<file path="src/rtl/nd_bus_mem_responder.sv">
// ND bus target agent for memory boards: decodes the window, runs one RAM word access per bus
// cycle and completes the handshake with BDRY_n, or with BERROR_n if the RAM never answers.
module nd_bus_mem_responder #(
  parameter int unsigned BASE_PAGE   = 0,
  parameter int unsigned WIN_BITS    = 16,
  parameter int unsigned TOUT_CYCLES = 255
) (
  input  logic                sysclk,
  input  logic                sys_rst_n,
  input  logic                BAPR_n,
  input  logic                BDAP_n,
  input  logic                BINPUT_n,
  input  logic                BMEM_n,
  input  logic                BREF_n,
  input  logic [23:0]         BD_23_0_n_IN,
  output logic [23:0]         BD_23_0_n_OUT,
  output logic                BD_OE,
  output logic                BDRY_n,
  output logic                BERROR_n,
  output logic                MEM_REQ,
  output logic                MEM_WE,
  output logic [WIN_BITS-1:0] MEM_ADDR,
  output logic [15:0]         MEM_WDATA,
  input  logic [15:0]         MEM_RDATA,
  input  logic                MEM_ACK,
  output logic                BUSY
);

  localparam int unsigned          PageBits  = 24 - WIN_BITS;
  localparam logic [PageBits-1:0]  PageMatch = PageBits'(BASE_PAGE);
  localparam logic [15:0]          ToutLast  = 16'(TOUT_CYCLES - 1);

  typedef enum logic [3:0] {
    StIdle,
    StRdMem,
    StRdWait,
    StRdSetup,
    StWrWait,
    StWrMem,
    StHold,
    StErr,
    StFlush
  } state_e;

  state_e      state_q;
  logic        bapr_s1_q, bapr_s2_q, bapr_prev_q;
  logic        bdap_s1_q, bdap_s2_q;
  logic [15:0] rdata_q;
  logic [15:0] tout_cnt_q;

  logic [23:0] bd_addr;
  logic        hit;
  logic        bapr_fall;
  logic        abort;
  logic        tout;

  assign bd_addr   = ~BD_23_0_n_IN;
  assign hit       = !BMEM_n && BREF_n && (bd_addr[23:WIN_BITS] == PageMatch);
  assign bapr_fall = bapr_prev_q && !bapr_s2_q;
  assign abort     = bapr_s2_q;
  assign tout      = MEM_REQ && !MEM_ACK && (tout_cnt_q == ToutLast);
  assign BUSY      = (state_q != StIdle);

  // Synchronisers reset to "strobe asserted" so a BAPR_n held low through reset
  // must be seen high before it can open a cycle.
  always_ff @(posedge sysclk or negedge sys_rst_n) begin
    if (!sys_rst_n) begin
      state_q       <= StIdle;
      bapr_s1_q     <= 1'b0;
      bapr_s2_q     <= 1'b0;
      bapr_prev_q   <= 1'b0;
      bdap_s1_q     <= 1'b1;
      bdap_s2_q     <= 1'b1;
      rdata_q       <= 16'h0000;
      tout_cnt_q    <= 16'h0000;
      BD_23_0_n_OUT <= 24'hFFFFFF;
      BD_OE         <= 1'b0;
      BDRY_n        <= 1'b1;
      BERROR_n      <= 1'b1;
      MEM_REQ       <= 1'b0;
      MEM_WE        <= 1'b0;
      MEM_ADDR      <= '0;
      MEM_WDATA     <= 16'h0000;
    end else begin
      bapr_s1_q   <= BAPR_n;
      bapr_s2_q   <= bapr_s1_q;
      bapr_prev_q <= bapr_s2_q;
      bdap_s1_q   <= BDAP_n;
      bdap_s2_q   <= bdap_s1_q;

      if (MEM_REQ && !MEM_ACK) begin
        tout_cnt_q <= tout_cnt_q + 16'd1;
      end

      unique case (state_q)
        StIdle: begin
          if (bapr_fall && hit) begin
            MEM_ADDR <= bd_addr[WIN_BITS-1:0];
            if (!BINPUT_n) begin
              MEM_REQ    <= 1'b1;
              MEM_WE     <= 1'b0;
              tout_cnt_q <= 16'h0000;
              state_q    <= StRdMem;
            end else begin
              state_q <= StWrWait;
            end
          end
        end

        StRdMem: begin
          if (MEM_ACK) begin
            rdata_q <= MEM_RDATA;
            MEM_REQ <= 1'b0;
            state_q <= abort ? StIdle : StRdWait;
          end else if (tout) begin
            MEM_REQ <= 1'b0;
            state_q <= abort ? StIdle : StErr;
          end else if (abort) begin
            state_q <= StFlush;
          end
        end

        StRdWait: begin
          if (abort) begin
            state_q <= StIdle;
          end else if (!bdap_s2_q) begin
            BD_OE         <= 1'b1;
            BD_23_0_n_OUT <= {8'hFF, ~rdata_q};
            state_q       <= StRdSetup;
          end
        end

        // One cycle of data setup on the bus before BDRY_n falls.
        StRdSetup: begin
          if (abort) begin
            BD_OE         <= 1'b0;
            BD_23_0_n_OUT <= 24'hFFFFFF;
            state_q       <= StIdle;
          end else begin
            BDRY_n  <= 1'b0;
            state_q <= StHold;
          end
        end

        StWrWait: begin
          if (abort) begin
            state_q <= StIdle;
          end else if (!bdap_s2_q) begin
            MEM_WDATA  <= ~BD_23_0_n_IN[15:0];
            MEM_REQ    <= 1'b1;
            MEM_WE     <= 1'b1;
            tout_cnt_q <= 16'h0000;
            state_q    <= StWrMem;
          end
        end

        StWrMem: begin
          if (MEM_ACK) begin
            MEM_REQ <= 1'b0;
            MEM_WE  <= 1'b0;
            if (abort) begin
              state_q <= StIdle;
            end else begin
              BDRY_n  <= 1'b0;
              state_q <= StHold;
            end
          end else if (tout) begin
            MEM_REQ <= 1'b0;
            MEM_WE  <= 1'b0;
            state_q <= abort ? StIdle : StErr;
          end else if (abort) begin
            state_q <= StFlush;
          end
        end

        StHold: begin
          if (bdap_s2_q) begin
            BDRY_n        <= 1'b1;
            BD_OE         <= 1'b0;
            BD_23_0_n_OUT <= 24'hFFFFFF;
            state_q       <= StIdle;
          end
        end

        // A master that drops BAPR_n without ever sending BDAP_n must not wedge us here.
        StErr: begin
          if (!bdap_s2_q) begin
            BERROR_n <= 1'b0;
          end else if (!BERROR_n) begin
            BERROR_n <= 1'b1;
            state_q  <= StIdle;
          end else if (abort) begin
            state_q <= StIdle;
          end
        end

        StFlush: begin
          if (MEM_ACK || tout) begin
            MEM_REQ <= 1'b0;
            MEM_WE  <= 1'b0;
            state_q <= StIdle;
          end
        end

        default: state_q <= StIdle;
      endcase
    end
  end

endmodule

</file>
<file path="config.mk">
export PLATFORM = sky130hd
export DESIGN_NAME = nd_bus_mem_responder
export DESIGN_NICKNAME = d
export VERILOG_FILES = /design/src/rtl/nd_bus_mem_responder.sv
export SDC_FILE = /design/constraint.sdc
export NUM_CORES = 1
export LEC_CHECK = 0
export BUFFER_PORTS_ARGS = -buffer_cell sky130_fd_sc_hd__buf_2
export CAP_MARGIN = 20
export CORE_MARGIN = 2
export CORE_UTILIZATION = 57
export CTS_BUF_LIST = sky130_fd_sc_hd__clkbuf_8 sky130_fd_sc_hd__clkbuf_16
export DETAILED_ROUTE_END_ITERATION = 7
export PLACE_DENSITY = 0.92
export SLEW_MARGIN = 20
export SYNTH_ARGS = -nofsm -noshare
export SYNTH_HDL_FRONTEND = slang
export SYNTH_SLANG_ARGS = --single-unit
</file>
<file path="constraint.sdc">
create_clock -name sysclk -period 4.2 [get_ports sysclk]
set_clock_uncertainty 0.1 [all_clocks]
set_input_delay 0.84 -clock sysclk [delete_from_list [all_inputs] [get_ports sysclk]]
set_output_delay 0.84 -clock sysclk [all_outputs]
set_load 0.1 [all_outputs]
</file>
==> results.txt <==
Sequential cells were found to cover 56.8% of the synthesized design area. The netlist area before placement came out at 0.00419 mm2. The first global-routing pass estimated 14.4 mm of wire.

The worst endpoint data arrival time came out at 2.80 ns. After detailed routing, the number of remaining DRC violations is 0. The die span in y came out at 89.7 um. In this run the worst setup path begins at state_q[2]$_DFFE_PN0P_. The maximum clock insertion buffer count is 2. For met3 alone, demand over resource in global routing was 3.27%. The final-report max-slew violation count came out at 0.

Global routing used 26.9% of the available met1 tracks. The pre-antenna-repair detailed-routing pass consisted of 4 iterations. At the end of routability-driven placement, the weighted congestion stood at 0.873.

The upper clock frequency limit came out at 372 MHz. The origin of the critical flop-to-flop path is state_q[2]$_DFFE_PN0P_. The minimum setup slack after placement is 1.46 ns. The period utilization is 64.1%. The critical path launch point type is a register. The total global routing track utilization is 21.9%. The flow ran to the end, and the final reports show no timing, DRC or antenna violations. The number of clock buffers added by TritonCTS is 9.

The clock sink total is 94. The area occupied by multi-input gates came out at 0.00164 mm2. The most frequently used flop master after synthesis is dfrtp_1. The CTS clock-pin slew for the worst setup and hold paths is 0.09 ns. 0 antenna diodes ended up in the layout. Post-CTS timing repair inserted 0 buffers for setup. The average instance in the mapped netlist occupies 10.9 um2. In this run the tightest slew margin relative to its limit is 43.2%.

The count of nets after finishing is 526. Across all setup checks in the final design, the least slack found is 1.51 ns. The data required time of the critical path is 4.31 ns. Buffers placed on the I/O ports in this run total 101. The placed wire-length estimate after detailed placement came out at 6.03 mm. The actual transition at the worst max-transition pin came out at 0.852 ns. The number of instances in the synthesized netlist came out at 385.

The area of the core region is 0.00718 mm2. The initial standard-cell utilization of the core is 58.3%. The leftover overflow at the end of global routing is 0. The worst-path maximum fanout is 32. The detail route stage leaves a number of antenna-violating nets equal to 0. Final hold analysis gives a worst-case slack of 0.256 ns.

The most used routing layer is met2. Row generation in the floorplan step produced 31 rows. The met2 global-route usage came out at 39.0%. The pin count of the biggest net entering global routing is 86.

The floorplan die width came out at 89.7 um. Registers take 0.00238 mm2. The hold-fix buffer count after cts is 0. The Yosys warning count is 0. The CTS H-tree depth is 3. The ratio of routed vias to standard cells came out at 5.33. The fraction of synthesis flops using an asynchronous set or reset pin came out at 100%.

The post-route setup TNS came out at 0 ns. The number of instances resized during post-cts repair is 0. TritonCTS built the clock tree. Setup violations remaining at the end of the flow were counted as 0. The total detailed-routing wirelength is 8.57 mm. The path class of the tightest hold or removal check is reg2reg. The via count of the first global-routing pass came out at 3,083.

Setup repair after global routing left no endpoint under its margin. The worst hold path begins at bapr_s1_q$_DFF_PN0_. The initial antenna violation count is 0. The signed area change from the synthesized netlist to the final layout is 16.5%. For this design the top-level I/O count stands at 110. The number of DRC markers after the initial detailed-route iteration came out at 118. The die area is 0.00805 mm2. The synthesized design contains 0 enable-type register cells. For this block, the via count after detailed routing is 3,094.

The routed design could run at a clock period as short as 2.69 ns. The number of library cell types mapped by synthesis is 59. The final count of hold timing violations was 0. The number of register bits inferred by synthesis came out at 94. Across the run, the number of max-cap violations was 0. The clock tree root buffer cell is clkbuf_8. The later-pin clock latency in the skew report came out at 0.35 ns. The ratio of cells with drive above 1 in the final layout came out at 40.5%. STA classifies the critical path endpoint as a register.

The filler cell count is 556. The post-detailed-route wirelength per cell came out at 14.8 um. The path type of the worst setup path is reg2reg.
state kept, by name, indices dropped and copies added (netlist names), 4 cells and up:
signal / flops
tout_cnt_q: 16
MEM_ADDR: 16
BD_23_0_n_OUT: 16
state_q: 4
rdata_q: 16
MEM_WDATA: 16
logic make-up (layout without fill, tap and decap cells):
logic type | Yosys count | in the layout | share of synthesized area, %
flip-flops | 94 | 94 | 56.8
XOR/XNOR | 15 | 15 | 3.14
multiplexers | 18 | 18 | 4.84
buffers and inverters | 36 | 125 | 4.63
AO/OA/AOI/OAI | 85 | 85 | 13.3
other | 1 | 8 | 0.0896
adder cells (fa/ha/maj) | 2 | 2 | 0.598
AND/OR/NAND/NOR | 134 | 134 | 16.6
cell usage in the layout (no fill, tap or decap), drive strengths merged, types with 5 or more instances in the layout:
master,count
a21oi,22
and3,8
buf,103
clkbuf,9
conb,8
dfrtp,74
dfstp,20
inv,11
mux2,18
nand2,45
nand3,7
nand4,7
nor2,40
nor2b,5
o21ai,40
xor2,13
area by class of cell:
class                   count  area share [%]
flip-flops and latches     94            48.7
multi-input cells         262            33.7
repair buffers            103            10.8
clock buffers               9            2.54
well taps                  99            2.54
clock inverters             7            1.23
inverters                   6           0.462
synth_stat cells (3+ instances only):
master    count  area share (%)
a21boi_0      3            0.54
a21oi_1      21             2.5
and3_1        8             1.2
buf_2         5            0.60
buf_4         8             1.4
buf_6         3            0.81
clkbuf_1     14             1.3
dfrtp_1      74              44
dfstp_2      20              13
inv_1         5            0.45
mux2_2       18             4.8
nand2_1      31             2.8
nand2_2      14             2.1
nand3_1       7            0.84
nand3b_1      3            0.54
nand4_1       7             1.0
nor2_1       40             3.6
nor2b_1       5            0.75
o21ai_0      24             2.9
o21ai_2      16             3.3
xor2_1       13             2.7
metal layers:
metal | routed length [um] | share of wire [%]
met2 | 4440 | 52
met1 | 3690 | 43
met5 | 0 | 0
met4 | 115 | 1.3
met3 | 321 | 3.7
path summary, 6_finish.rpt:
kind | cells past startpoint | to | slack (ns)
setup / recovery | 5 | MEM_ADDR[15]$_DFFE_PN0P_ | 1.51
hold / removal | 0 | abort$_DFF_PN0_ | 0.26
setup reg to reg | 5 | MEM_ADDR[15]$_DFFE_PN0P_ | 1.51
hold reg to reg | 0 | abort$_DFF_PN0_ | 0.26
max in group asynchronous | 2 | BD_23_0_n_OUT[10]$_DFFE_PN1P_ | 2.86
min in group asynchronous | 1 | state_q[1]$_DFFE_PN0P_ | 0.40
per-stage QoR:
| stage | area [um2] | utilization (%) | instances |
|---|---|---|---|
| after global placement | 4690 | 65.4 | 564 |
| after detailed placement | 4690 | 65.4 | 564 |
| after floorplan | 4210 | - | 392 |
| final | 4880 | 68.0 | 580 |
| after global routing | 4880 | 68.0 | 580 |
| after CTS | 4870 | 67.9 | 580 |
critical path: stages (launching register included):
cell	delay [ns]
dfrtp_1	0.61
nor4_4	0.35
inv_2	0.07
or4_2	1.10
nand2_1	0.23
o21ai_2	0.08
Power is not shown: default switching activity piles up to over one toggle a cycle in this logic, so the estimate is an artifact.
